### src/rtl/button_pkg.sv
`default_nettype none
// ============================================================================
// Module      : button_pkg
// Description : Shared types and constants for the debounced button array.
// Revision    : 1.0 - initial release
// ============================================================================
package button_pkg;

   localparam int SYSCLOCK_FREQ = 100_000_000;

   typedef enum logic [1:0] {
      ST_IDLE            = 2'd0,
      ST_CONFIRM_PRESS   = 2'd1,
      ST_HELD            = 2'd2,
      ST_CONFIRM_RELEASE = 2'd3
   } btn_state_t;

   // One width serves both counters so that neither can wrap.
   function automatic int cnt_width(input int debounce, input int long_press);
      return $clog2(((debounce > long_press) ? debounce : long_press) + 1);
   endfunction

endpackage
`default_nettype wire

### src/rtl/button_array_if.sv
`default_nettype none
// ============================================================================
// Module      : button_array_if
// Description : Pin inputs and debounced event outputs of the button array.
// Revision    : 1.0 - initial release
// ============================================================================
interface button_array_if #(
   parameter int CHANNELS = 4
);
   logic [CHANNELS-1:0] pin;
   logic [CHANNELS-1:0] level;
   logic [CHANNELS-1:0] press;
   // "release" is a reserved word, hence the suffix.
   logic [CHANNELS-1:0] release_pulse;
   logic [CHANNELS-1:0] long_press;

   modport master (
      output pin,
      input  level, press, release_pulse, long_press
   );

   modport slave (
      input  pin,
      output level, press, release_pulse, long_press
   );
endinterface
`default_nettype wire

### src/rtl/button_channel.sv
`default_nettype none
// ============================================================================
// Module      : button_channel
// Description : One button: 2-flop synchronizer, debounce FSM, long-press
//               timer (timer present only with BUTTON_LONG_PRESS_EN).
// Revision    : 1.0 - initial release
// ============================================================================
module button_channel
   import button_pkg::*;
#(
   parameter logic ACTIVE_HIGH       = 1'b1,
   parameter int   DEBOUNCE_CYCLES   = 1000000,
   parameter int   LONG_PRESS_CYCLES = 100000000
) (
   input  logic clk,
   input  logic reset,
   input  logic i_pin,
   output logic o_level,
   output logic o_press,
   output logic o_release,
   output logic o_long_press
);

   localparam int                 c_CNT_W   = cnt_width(DEBOUNCE_CYCLES, LONG_PRESS_CYCLES);
   localparam logic [c_CNT_W-1:0] c_DEB_MAX = c_CNT_W'(DEBOUNCE_CYCLES);
   localparam logic [c_CNT_W-1:0] c_ONE     = c_CNT_W'(1);

   logic               r_sync1;
   logic               r_sync2;
   logic               w_s;
   btn_state_t         r_state;
   btn_state_t         w_state_nxt;
   logic [c_CNT_W-1:0] r_deb_cnt;
   logic [c_CNT_W-1:0] w_deb_cnt_nxt;
   logic               w_level_nxt;
   logic               w_press_nxt;
   logic               w_release_nxt;
   logic               r_level;
   logic               r_press;
   logic               r_release;

   always_ff @(posedge clk) begin
      if (reset) begin
         r_sync1 <= ~ACTIVE_HIGH;
         r_sync2 <= ~ACTIVE_HIGH;
      end else begin
         r_sync1 <= i_pin;
         r_sync2 <= r_sync1;
      end
   end

   assign w_s = (r_sync2 == ACTIVE_HIGH);

   always_ff @(posedge clk) begin
      if (reset) begin
         r_state   <= ST_IDLE;
         r_deb_cnt <= '0;
         r_level   <= 1'b0;
         r_press   <= 1'b0;
         r_release <= 1'b0;
      end else begin
         r_state   <= w_state_nxt;
         r_deb_cnt <= w_deb_cnt_nxt;
         r_level   <= w_level_nxt;
         r_press   <= w_press_nxt;
         r_release <= w_release_nxt;
      end
   end

   always_comb begin
      w_state_nxt   = r_state;
      w_deb_cnt_nxt = r_deb_cnt;
      w_press_nxt   = 1'b0;
      w_release_nxt = 1'b0;
      case (r_state)
         ST_IDLE: begin
            if (w_s) begin
               w_state_nxt   = ST_CONFIRM_PRESS;
               w_deb_cnt_nxt = c_ONE;
            end
         end
         ST_CONFIRM_PRESS: begin
            if (!w_s) begin
               w_state_nxt   = ST_IDLE;
               w_deb_cnt_nxt = '0;
            end else if (r_deb_cnt == c_DEB_MAX) begin
               w_state_nxt   = ST_HELD;
               w_deb_cnt_nxt = '0;
               w_press_nxt   = 1'b1;
            end else begin
               w_deb_cnt_nxt = r_deb_cnt + c_ONE;
            end
         end
         ST_HELD: begin
            if (!w_s) begin
               w_state_nxt   = ST_CONFIRM_RELEASE;
               w_deb_cnt_nxt = c_ONE;
            end
         end
         ST_CONFIRM_RELEASE: begin
            // A bounce back to HELD is silent: the press was already reported.
            if (w_s) begin
               w_state_nxt   = ST_HELD;
               w_deb_cnt_nxt = '0;
            end else if (r_deb_cnt == c_DEB_MAX) begin
               w_state_nxt   = ST_IDLE;
               w_deb_cnt_nxt = '0;
               w_release_nxt = 1'b1;
            end else begin
               w_deb_cnt_nxt = r_deb_cnt + c_ONE;
            end
         end
         default: begin
            w_state_nxt   = ST_IDLE;
            w_deb_cnt_nxt = '0;
         end
      endcase
      w_level_nxt = (w_state_nxt == ST_HELD) || (w_state_nxt == ST_CONFIRM_RELEASE);
   end

`ifdef BUTTON_LONG_PRESS_EN
   localparam logic [c_CNT_W-1:0] c_LONG_MAX = c_CNT_W'(LONG_PRESS_CYCLES);

   logic [c_CNT_W-1:0] r_long_cnt;
   logic               r_long_press;

   // Runs while level is 1 (including CONFIRM_RELEASE), saturates at the limit.
   always_ff @(posedge clk) begin
      if (reset || !w_level_nxt) begin
         r_long_cnt   <= '0;
         r_long_press <= 1'b0;
      end else if (r_level && (r_long_cnt != c_LONG_MAX)) begin
         r_long_cnt   <= r_long_cnt + c_ONE;
         r_long_press <= (r_long_cnt == (c_LONG_MAX - c_ONE));
      end else begin
         r_long_press <= 1'b0;
      end
   end

   assign o_long_press = r_long_press;
`else
   assign o_long_press = 1'b0;
`endif

   assign o_level   = r_level;
   assign o_press   = r_press;
   assign o_release = r_release;

endmodule
`default_nettype wire

### src/rtl/button_array.sv
`default_nettype none
// ============================================================================
// Module      : button_array
// Description : CHANNELS independent debounced buttons with press/release/
//               long-press pulses. Long press enabled by BUTTON_LONG_PRESS_EN.
// Revision    : 1.0 - initial release
// ============================================================================
module button_array
   import button_pkg::*;
#(
   parameter int                  CHANNELS          = 4,
   parameter logic [CHANNELS-1:0] ACTIVE_MASK       = '1,
   parameter int                  DEBOUNCE_CYCLES   = 1000000,
   parameter int                  LONG_PRESS_CYCLES = 100000000
) (
   input  logic           clk,
   input  logic           reset,
   button_array_if.slave  bus
);

   logic [CHANNELS-1:0] w_level;
   logic [CHANNELS-1:0] w_press;
   logic [CHANNELS-1:0] w_release;
   logic [CHANNELS-1:0] w_long_press;

   generate
      for (genvar gi = 0; gi < CHANNELS; gi++) begin : g_channel
         button_channel #(
            .ACTIVE_HIGH       (ACTIVE_MASK[gi]),
            .DEBOUNCE_CYCLES   (DEBOUNCE_CYCLES),
            .LONG_PRESS_CYCLES (LONG_PRESS_CYCLES)
         ) u_channel (
            .clk          (clk),
            .reset        (reset),
            .i_pin        (bus.pin[gi]),
            .o_level      (w_level[gi]),
            .o_press      (w_press[gi]),
            .o_release    (w_release[gi]),
            .o_long_press (w_long_press[gi])
         );
      end
   endgenerate

   assign bus.level         = w_level;
   assign bus.press         = w_press;
   assign bus.release_pulse = w_release;
   assign bus.long_press    = w_long_press;

endmodule
`default_nettype wire

### src/flat_wrapper.sv
// flat-port wrapper written by rule: the top's interface ports become plain ports
module button_array_flat import button_pkg::*;
#(
   parameter int                  CHANNELS          = 4,
   parameter logic [CHANNELS-1:0] ACTIVE_MASK       = '1,
   parameter int                  DEBOUNCE_CYCLES   = 1000000,
   parameter int                  LONG_PRESS_CYCLES = 100000000
)
  (clk, reset, bus_pin, bus_level, bus_press, bus_release_pulse, bus_long_press);
  button_array_if #(.CHANNELS(CHANNELS)) bus_i ();
  input  logic clk;
  input  logic reset;
  input wire logic [$bits(bus_i.pin)-1:0] bus_pin;
  output wire logic [$bits(bus_i.level)-1:0] bus_level;
  output wire logic [$bits(bus_i.press)-1:0] bus_press;
  output wire logic [$bits(bus_i.release_pulse)-1:0] bus_release_pulse;
  output wire logic [$bits(bus_i.long_press)-1:0] bus_long_press;
  assign bus_i.pin = bus_pin;
  assign bus_level = bus_i.level;
  assign bus_press = bus_i.press;
  assign bus_release_pulse = bus_i.release_pulse;
  assign bus_long_press = bus_i.long_press;
  button_array #(.CHANNELS(CHANNELS), .ACTIVE_MASK(ACTIVE_MASK), .DEBOUNCE_CYCLES(DEBOUNCE_CYCLES), .LONG_PRESS_CYCLES(LONG_PRESS_CYCLES)) u_core (.clk(clk), .reset(reset), .bus(bus_i));
endmodule
### config.mk
export PLATFORM = sky130hd
export DESIGN_NAME = button_array_flat
export DESIGN_NICKNAME = d
export VERILOG_FILES = /design/src/rtl/button_pkg.sv /design/src/rtl/button_array_if.sv /design/src/rtl/button_channel.sv /design/src/rtl/button_array.sv /design/src/flat_wrapper.sv
export SDC_FILE = /design/constraint.sdc
export NUM_CORES = 1
export LEC_CHECK = 0
export CAP_MARGIN = 20
export CORE_MARGIN = 2
export CORE_UTILIZATION = 49
export CTS_CLUSTER_SIZE = 12
export DETAILED_ROUTE_END_ITERATION = 10
export PLACE_DENSITY = 0.74
export RECOVER_POWER = 100
export SETUP_SLACK_MARGIN = 0.5
export SLEW_MARGIN = 10
export SYNTH_ARGS = -nofsm -noshare
export SYNTH_HDL_FRONTEND = slang
export SYNTH_SLANG_ARGS = --single-unit
### constraint.sdc
create_clock -name clk -period 2.5 [get_ports clk]
set_input_delay 0.5 -clock clk [delete_from_list [all_inputs] [get_ports clk]]
set_output_delay 0.5 -clock clk [all_outputs]
set_load 0.01 [all_outputs]
# After elaboration in Yosys (flattened, before gate mapping)

Index checks and enable logic that the tools add are counted.
Widths: inputs -> output; s select.

Register bits: 136
Input bits: 6
Output and inout bits: 16
Logic and storage cells: 152

$add $sub $neg: 4
Eq/ne operators: 32
Mux-type cells: 56
Bitwise gates (word level): 12
Reduce and logical (&&, ||, !) cells: 20

Operators by type and width:

| kind                  | count |
|---|---|
| $mux 27               | 20 |
| $pmux 27 s4           | 4 |
| $add 27x1->27 const B | 4 |
| $eq 27x20->1 const B  | 4 |
| $mux 2                | 24 |
| $eq 2x2->1 const B    | 16 |
| $pmux 2 s4            | 4 |
| $reduce_or 3->1       | 8 |
| $ne 2x2->1 const B    | 8 |
| $not 1->1             | 12 |
| $eq 2x1->1 const B    | 4 |
| $logic_not 2->1       | 4 |
| $reduce_and 2->1      | 4 |
| $logic_or 1x1->1      | 4 |
| $mux 1                | 4 |

# Longest topological paths before layout

Gate-level depths: netlist of the first run.

Word-level depth: 6
Depth in mapped cells: 9
Mapped depth without buffers: 7

# Hierarchy

From an unflattened synthesis of the first run, not the netlist that was laid out.

Cells, all modules: 730
Area total of the unflattened synthesis: 6,451.2 µm²

By module, submodules not included:

| module                                             | times used | cells an instance | area an instance (µm²) | sequential area each (µm²) |
|---|---|---|---|---|
| button_channel (u_core.g_channel[0].u_channel ...) | 3          | 181               | 1,609.0                | 680.7 |
| button_channel (u_core.g_channel[3].u_channel)     | 1          | 187               | 1,624.1                | 680.7 |

# Worst setup path before layout of the first run

Ideal clock, no wire load.

Kind: flip-flop to flip-flop
Start point: register u_core.g_channel[1].u_channel.r_deb_cnt[0]
End point: register u_core.g_channel[1].u_channel.r_deb_cnt[10]
Setup time: 117 ps
Arrival time: 1,956 ps
Data required time: 2,383 ps
Path slack: 427 ps
Stages on the path, launching flop included: 9
Buffers on the path: 1
Period minus slack after synthesis: 2,073 ps
Cell sequence: dfxtp_1 -> inv_1 -> ha_1 -> or4bb_1 -> nor3_4 -> a211oi_1 -> buf_2 -> a21o_1 -> a22o_1

Word-level cells in the longest chain between the ends: 4
Elaborated cells between the ends (all ways): 6
Those cells by class: add/sub (1); eq/ne (1); mux (4)

RTL lines:

| what                                                 | RTL line                                    | source |
|---|---|---|
| start, declared                                      | button_channel.sv:33                        | `logic [c_CNT_W-1:0] r_deb_cnt;` |
| start signal, assigned                               | button_channel.sv:63                        | `r_deb_cnt <= w_deb_cnt_nxt;` |
| $add 27x1->27 / $eq 27x20->1 (equally long branches) | -                                           |  |
| $mux 27 (*)                                          | button_channel.sv:86, button_channel.sv:105 |  |
| $mux 27 (on tied branches)                           | button_channel.sv:102, button_channel.sv:83 |  |
| $pmux 27 s4 (*)                                      | button_channel.sv:75                        | `case (r_state)` |

Every way passes the cells marked *; elsewhere a longest branch is shown, timed or not.
A chain may end at the register's enable or synchronous reset.

# Worst setup path in the final report of the first run

Start point: register u_core.g_channel[1].u_channel.r_deb_cnt[0]
End point: register u_core.g_channel[1].u_channel.r_deb_cnt[24]

The elaborated chain is that of the path after synthesis.

==> metrics.txt, run 1 <==
share of final-layout standard cells stronger than drive strength 1=~16%; count of unique library cells instantiated by Yosys=67; Max-Cap Viols=0; HPWL after detailed placement=~9300 um; slowest stage cell on the critical path=sky130_fd_sc_hd__or4bb_1; top cell type by total area after synthesis=sky130_fd_sc_hd__dfxtp_1; Post-Route Setup TNS=0 ns; Pwr per Cell Area=~580 nW/um2; height of the chip=around 120 um; arrival time worst endpoint=around 2.6 ns; Skew-Pair Late Insertion Delay=0.43 ns; maximum VDD drop=approximately 0.39 mV; first-pass GRT wire length=25640 um; area grow syn2layout=19.93%; Max Fclk=approximately 450 MHz; Largest stage delay, worst path=roughly 0.42 ns; average detailed-routed wire length per instance=approximately 15 um; class of the tightest hold or removal check=register to register; worst slack, placed=roughly 0.23 ns; CTS clk-pin slew, worst paths=0.06 ns; top-area cell type share of the netlist area=between 30% and 40%; starting density of the core=around 50%; fillers=between 1000 and 1500; number of enable flip-flop cells after synthesis=0; pin count of the biggest net entering global routing=38; warning count from the yosys run=0; utilization after layout=about three fifths; area used by multi-input combinational logic=just under 4000 um2; slew margin rel.=52.14%; dominant delay contributor by cell family on the critical path=simple AND/OR/NAND/NOR gates; main area contributors after synthesis=sky130_fd_sc_hd__dfxtp_1 (40%), sky130_fd_sc_hd__nor2_1 (5.0%), sky130_fd_sc_hd__xor2_1 (4.1%), sky130_fd_sc_hd__nand2_1 (3.8%), sky130_fd_sc_hd__nand3_1 (3.7%); overall overflow remaining after global route=0; Leakage Power=between 2 and 3 nW; synthesized area=between 6000 and 7000 um2; Crit Path Class=register to register; leading cell types in the layout, fill and taps excluded=sky130_fd_sc_hd__dfxtp_1 (117), sky130_fd_sc_hd__nor2_1 (91), sky130_fd_sc_hd__nand2_1 (67); maximum fanout encountered on the critical timing path=7; I/O pin count=22; unrepaired setup endpoints after global routing=true; result of the run=finished, final reports clean; max-slew violations=0; library cell appearing most often on the critical path=sky130_fd_sc_hd__buf_6; cells along the critical path=inv_1 > ha_4 > or4bb_1 > nor3_1 > buf_6 > clkbuf_1 > a211o_4 > buf_6 > nor2_1 > a22o_1; number of nets at the end of the flow=approximately 860; remaining antenna violation count after routing=0; horizontal die dimension=around 120 um; total design power=between 0.004 and 0.005 W; number of port buffers=17; Final Hold Viols=0; average footprint of a synthesized cell=~8.5 um2; synthesized instance count=~810; total routing usage reported by global routing=21.16%; most common library cell in the layout ignoring fill and taps=sky130_fd_sc_hd__dfxtp_1; TritonCTS clock tree=built; count of buffering cells on the critical path with inverters included=4; total of hold buffers inserted after clock tree synthesis=0; total clock sinks=roughly 140; clock tree root buffer cell=sky130_fd_sc_hd__clkbuf_16; FFs w/ async S/R, synth=0%; DRT Pass-1 Iters=5; minimum period implied by the final worst setup slack=2.237 ns; pin slew with the least headroom to its limit=between 0.7 and 0.8 ns; final setup violating endpoints=0; Final Skew=roughly 0.0091 ns; required time at the worst-slack endpoint=2.81 ns; count of H-tree levels built during CTS=4; Inserted Diodes=0; number of buffers on the longest clock path=2; endpoint type of the worst setup path=register; Tcrit/Tclk final=~89%; total die area=14970 um2; TritonCTS buffer count=17; number of global-route vias before repair=~5400; Routed Wire Length=15950 um; via count=~6100; detail-routed via count per cell=5.832; launching element type of the critical path=register; Remaining DRCs=0; portion of the post-synthesis area used by sequential elements=about 40%; routability-driven placement congestion ratio=~0.8; sequential cell area=2754 um2; site row count=43; register bit count reported by yosys=136; worst path setup slack after routing=0.2635 ns; DR iter-0 viols=between 300 and 400; Main synth FF type=sky130_fd_sc_hd__dfxtp_1; number of antenna violations at the first check in global routing=0; area of the core=between 10000 and 15000 um2
[path summary, 6_finish.rpt]
| path | start | to | slack (ns) | depth (start not counted) |
|---|---|---|---|---|
| worst max-delay path | u_core.g_channel[1].u_channel.r_deb_cnt[0] | u_core.g_channel[1].u_channel.r_deb_cnt[24] | 0.26 | 10 |
| worst min-delay path | u_core.g_channel[0].u_channel.r_sync1 | u_core.g_channel[0].u_channel.r_sync2 | 0.43 | 1 |
| worst max register to register | u_core.g_channel[1].u_channel.r_deb_cnt[0] | u_core.g_channel[1].u_channel.r_deb_cnt[24] | 0.26 | 10 |
| worst min register to register | u_core.g_channel[0].u_channel.r_sync1 | u_core.g_channel[0].u_channel.r_sync2 | 0.43 | 1 |
[sequential cells by signal, indices dropped and copies added, names as in the netlist]
name / cells
u_core.g_channel.u_channel.o_level: 4
u_core.g_channel.u_channel.r_state: 8
u_core.g_channel.u_channel.r_sync2: 4
u_core.g_channel.u_channel.o_release: 4
u_core.g_channel.u_channel.r_sync1: 4
u_core.g_channel.u_channel.o_press: 4
u_core.g_channel.u_channel.r_deb_cnt: 108
[cell families (layout without fill, tap and decap cells)]
logic type	Yosys count	in the layout	synth area share (%)
AO/OA/AOI/OAI	129	131	12.49
buffers and inverters	80	128	6.253
AND/OR/NAND/NOR	387	387	31.56
flip-flops	136	136	39.67
adder cells (fa/ha/maj)	8	8	1.459
XOR/XNOR	61	61	7.785
other	1	4	0.05464
multiplexers	5	5	0.7293
[cell usage after synthesis (15+ instances only)]
cell,number
sky130_fd_sc_hd__nor4_1,15
sky130_fd_sc_hd__xor2_1,32
sky130_fd_sc_hd__nor3_1,22
sky130_fd_sc_hd__nor2_1,91
sky130_fd_sc_hd__nor4b_1,18
sky130_fd_sc_hd__nand3_1,51
sky130_fd_sc_hd__inv_1,27
sky130_fd_sc_hd__dfxtp_1,136
sky130_fd_sc_hd__nand4_1,31
sky130_fd_sc_hd__a21oi_1,32
sky130_fd_sc_hd__and4_1,19
sky130_fd_sc_hd__o21ai_0,24
sky130_fd_sc_hd__buf_4,21
sky130_fd_sc_hd__a31oi_1,22
sky130_fd_sc_hd__xnor2_1,29
sky130_fd_sc_hd__clkbuf_1,20
sky130_fd_sc_hd__nand2_1,69
[through the flow]
step	hold slack [ns]	instances	cell area [um2]
6_report	0.4318	1040	8230
5_1_grt	0.4602	1040	8230
4_1_cts	0.4366	1026	8040
3_5_place_dp	0.4239	968	7081
3_3_place_gp	0.4153	968	7081
2_1_floorplan	0.4138	810	6890
[report_power, final]
group | total (W) | internal (W) | switching [W]
combinational | 0.000155 | 0.0000625 | 0.0000925
sequential | 0.00220 | 0.00218 | 0.0000183
clock | 0.00242 | 0.00150 | 0.000914
total | 0.00477 | 0.00375 | 0.00103
[worst reg2reg max path: cells and delay by family (launching register included)]
family	cells	cell delay (ns)
AOI/OAI and AO/OA	2	0.39
and+or+nand+nor	3	0.69
buffers and inverters	4	0.55
DFF	1	0.36
adders and majority gates	1	0.13
[layer usage]
metal / routed length [um] / track usage, % / vias to the layer above
met2: 7568 / 33.37 / 186
li1: - / - / 2995
met4: 354 / 9.411 / 0
met5: 0 / 0 / -
met3: 879 / 5.158 / 30
met1: 7150 / 27.49 / 2854
[final cells by class]
type                       instances  area share (%)
multi-input combinational        596           47.75
sequential                       136           33.46
timing repair buffer              70           7.936
clock buffer                      22           5.640
tap                              180           2.736
inverter                          27           1.262
clock inverter                     9           1.216
[what timing repair did]
item,4_1_cts,5_1_grt
cloned,6,3
gates resized for setup,35,88
buffers inserted,21,11
endpoints found under the setup margin,92,114
pin swaps,13,31
Power figures use the tool's default switching activity.
==> inputs of run 2 (changes only) <==
Settings changed: GPL_TIMING_DRIVEN from default to 0.
Clock period 2.5 ns to 2.7 ns, I/O delays scaled along.
==> run 2 against run 1 <==
Clock power increased by 11%. Flip-flop and latch count unchanged. Die area unchanged. Non-clock buffer count increased by 15. Largest cell class unchanged. Highest routed layer unchanged.
==> metrics.txt, run 2 (synthesized netlist as in run 1, its figures left out) <==
result of the run=finished, final reports clean; area grow syn2layout=18.85%; hold slack final=0.4348 ns (+0.002971 ns); area of the core=13770 um2 (unchanged); clock tree root buffer cell=sky130_fd_sc_hd__clkbuf_16; first-pass GRT wire length=25670 um (+0.11%); worst path setup slack after routing=0.3485 ns (+0.08499 ns); routability-driven placement congestion ratio=0.8415 (+5.4%); cell depth of the worst hold path=1 (unchanged); Tcrit/Tclk final=between 80 and 90%; height of the chip=122.3 um (unchanged); number of flip-flops under the largest register name=108 (unchanged); number of cells in the design after placement=1007 (+4.0%); remaining antenna violation count after routing=0 (unchanged); Most flops, register=u_core.g_channel.u_channel.r_deb_cnt; Max-Cap Viols=0 (unchanged); maximum fanout encountered on the critical timing path=10 (+3); number of global-route vias before repair=5331 (-1.7%); share of final-layout standard cells stronger than drive strength 1=12.01% (-3.7 points); horizontal die dimension=122.3 um (unchanged); number of antenna violations at the first check in global routing=0 (unchanged); leading cell types in the layout, fill and taps excluded=sky130_fd_sc_hd__dfxtp_1 (134), sky130_fd_sc_hd__nor2_1 (90), sky130_fd_sc_hd__nand2_1 (69); starting density of the core=49.83% (unchanged); minimum period implied by the final worst setup slack=between 2 and 2.5 ns; TritonCTS clock tree=built; Leakage Power=2.973 nW (+0.78%); library cell appearing most often on the critical path=sky130_fd_sc_hd__clkbuf_2; launching element type of the critical path=input pin; total routing usage reported by global routing=21.29% (+0.12 points); destination of the worst register-to-register timing path=u_core.g_channel[1].u_channel.r_deb_cnt[19]; Final Hold Viols=0 (unchanged); Crit Path Class=input pin to register; Max Fclk=between 400 and 500 MHz; start point of the worst hold path=u_core.g_channel[1].u_channel.r_sync1; via count=6035 (-0.49%); number of buffers on the longest clock path=2 (unchanged); maximum VDD drop=0.4632 mV (+17%); slew margin rel.=41.31% (-11 points); count of H-tree levels built during CTS=4 (unchanged); Final Skew=0.005958 ns (-0.003177 ns); DR iter-0 viols=448 (+33%); cell count of the worst reg-to-reg path=8 (-2); total die area=14970 um2 (unchanged); count of buffering cells on the critical path with inverters included=3 (-1); pin slew with the least headroom to its limit=0.8795 ns (+0.1616 ns); required time at the worst-slack endpoint=3.07 ns (+0.26 ns); Reg2Reg Launch Point=u_core.g_channel[1].u_channel.r_deb_cnt[23]; utilization after layout=59.22% (-0.54 points); number of port buffers=17 (unchanged); slowest stage cell on the critical path=sky130_fd_sc_hd__nor3_1; HPWL after detailed placement=9913 um (+6.1%); most common library cell in the layout ignoring fill and taps=sky130_fd_sc_hd__dfxtp_1; cells along the critical path=dlygate4sd3_1 > clkbuf_2 > nor3_1 > clkbuf_2 > nand2_1 > o41ai_1 > a31o_2; total of hold buffers inserted after clock tree synthesis=0 (unchanged); Largest stage delay, worst path=0.65 ns (+0.23 ns); total clock sinks=136 (unchanged); detail-routed via count per cell=5.726 (-1.8%); Routed Wire Length=16020 um (+0.45%); biggest regs=u_core.g_channel.u_channel.r_deb_cnt: 108 flops, u_core.g_channel.u_channel.r_state: 8 flops; average detailed-routed wire length per instance=15.20 um (-0.89%); site row count=43 (unchanged); Skew-Pair Late Insertion Delay=0.43 ns (about the same); number of nets at the end of the flow=875 (+1.5%); final setup violating endpoints=0 (unchanged); class of the tightest hold or removal check=register to register; internal reg-to-reg setup slack=0.36 ns (+0.10 ns); Worst Hold Endpoint=u_core.g_channel[1].u_channel.r_sync2; DRT Pass-1 Iters=5 (unchanged); CTS clk-pin slew, worst paths=0.06 ns (about the same); arrival time worst endpoint=2.72 ns (+0.17 ns); dominant delay contributor by cell family on the critical path=buffers and inverters; Final Instance Count excl. Fillers=1054 (+1.3%); Inserted Diodes=0 (unchanged); endpoint type of the worst setup path=register; I/O pin count=22 (unchanged); TritonCTS buffer count=17 (unchanged); overall overflow remaining after global route=0 (unchanged); pin count of the biggest net entering global routing=17 (-55%); worst slack, placed=-0.004049 ns (-0.2365 ns); Pwr per Cell Area=595.0 nW/um2 (+2.6%); max-slew violations=0 (unchanged); unrepaired setup endpoints after global routing=true; Remaining DRCs=0 (unchanged)
[run 2: changes by cell type in the layout (fill, tap and decap cells not counted), moves of 5 or more]
cell and change:
sky130_fd_sc_hd__and4_1 +5, sky130_fd_sc_hd__buf_4 +5, sky130_fd_sc_hd__dfxtp_1 +17, sky130_fd_sc_hd__dfxtp_2 -15, sky130_fd_sc_hd__o21ai_0 +7
[run 2: how the worst max path moves through the flow]
| stage | from | end | slack (ns) | cells past startpoint |
|---|---|---|---|---|
| after floorplan | u_core.g_channel[1].u_channel.r_deb_cnt[0] | u_core.g_channel[1].u_channel.r_deb_cnt[10] | 0.63 | 8 |
| after global placement | reset | u_core.g_channel[1].u_channel.r_deb_cnt[18] | 0.01 | 7 |
| after detailed placement | reset | u_core.g_channel[1].u_channel.r_deb_cnt[18] | -0.004 | 7 |
| after CTS | reset | u_core.g_channel[1].u_channel.r_deb_cnt[16] | 0.46 | 6 |
| after global routing | u_core.g_channel[0].u_channel.r_deb_cnt[5] | u_core.g_channel[0].u_channel.r_deb_cnt[21] | 0.21 | 7 |
| final | reset | u_core.g_channel[1].u_channel.r_deb_cnt[18] | 0.35 | 7 |
[run 2: stage by stage]
stage	area, um2	total power [W]	TNS (ns)
floorplan	6874	0.002169	0
global placement	7269	0.002210	0
detailed placement	7269	0.002211	-0.004049
CTS	8014	0.004871	0
global route	8157	0.004965	0
finish	8157	0.004853	0
[run 2: where the power goes]
part	switching (W)	internal, W	leakage, nW
logic	0.0000881	0.0000508	1.55
clock network	0.000902	0.00177	0.329
registers	0.0000171	0.00202	1.10
total	0.00101	0.00385	2.97
[run 2: cell type report]
| cell class | count | area (um2) |
|---|---|---|
| flip-flops and latches | 136 | 2728 |
| fillers | 1230 | 5617 |
| repair buffers | 32 | 310.3 |
| plain buffers | 53 | 337.8 |
| inverters | 27 | 101.3 |
| clock inverters | 13 | 224.0 |
| clock buffers | 19 | 452.9 |
| well taps | 180 | 225.2 |
| multi-input cells | 594 | 3777 |
[run 2: timing repair]
item | 4_1_cts | 5_1_grt
buffers inserted | 3 | 9
hold endpoints to repair | 0 | 0
pin swaps | 3 | 13
endpoints found under the setup margin | 65 | 98
resized for setup | 10 | 38
cloned | 0 | 3
[run 2: layer usage]
metal | wire [um] | GRT usage, % | share of wire (%)
met1 | 7392 | 28.72 | 46
met2 | 7638 | 33.85 | 48
met3 | 745 | 4.368 | 4.6
met4 | 247 | 7.471 | 1.5
met5 | 0 | 0 | 0
[run 2: worst register-to-register path: stages (launching register included)]
cell and delay [ns]:
sky130_fd_sc_hd__dfxtp_1 0.44, sky130_fd_sc_hd__nor4_1 0.11, sky130_fd_sc_hd__and4_1 0.23, sky130_fd_sc_hd__clkbuf_2 0.15, sky130_fd_sc_hd__a211oi_1 0.52, sky130_fd_sc_hd__clkbuf_1 0.43
sky130_fd_sc_hd__clkbuf_16 0.24, sky130_fd_sc_hd__o21ai_0 0.09, sky130_fd_sc_hd__nand2_1 0.07
==> inputs of run 3 (changes only) <==
Settings changed: HOLD_SLACK_MARGIN from default to 0.06.
==> results of run 3 <==
Same layout as run 2: the final DEF is identical, and so are final timing and power.
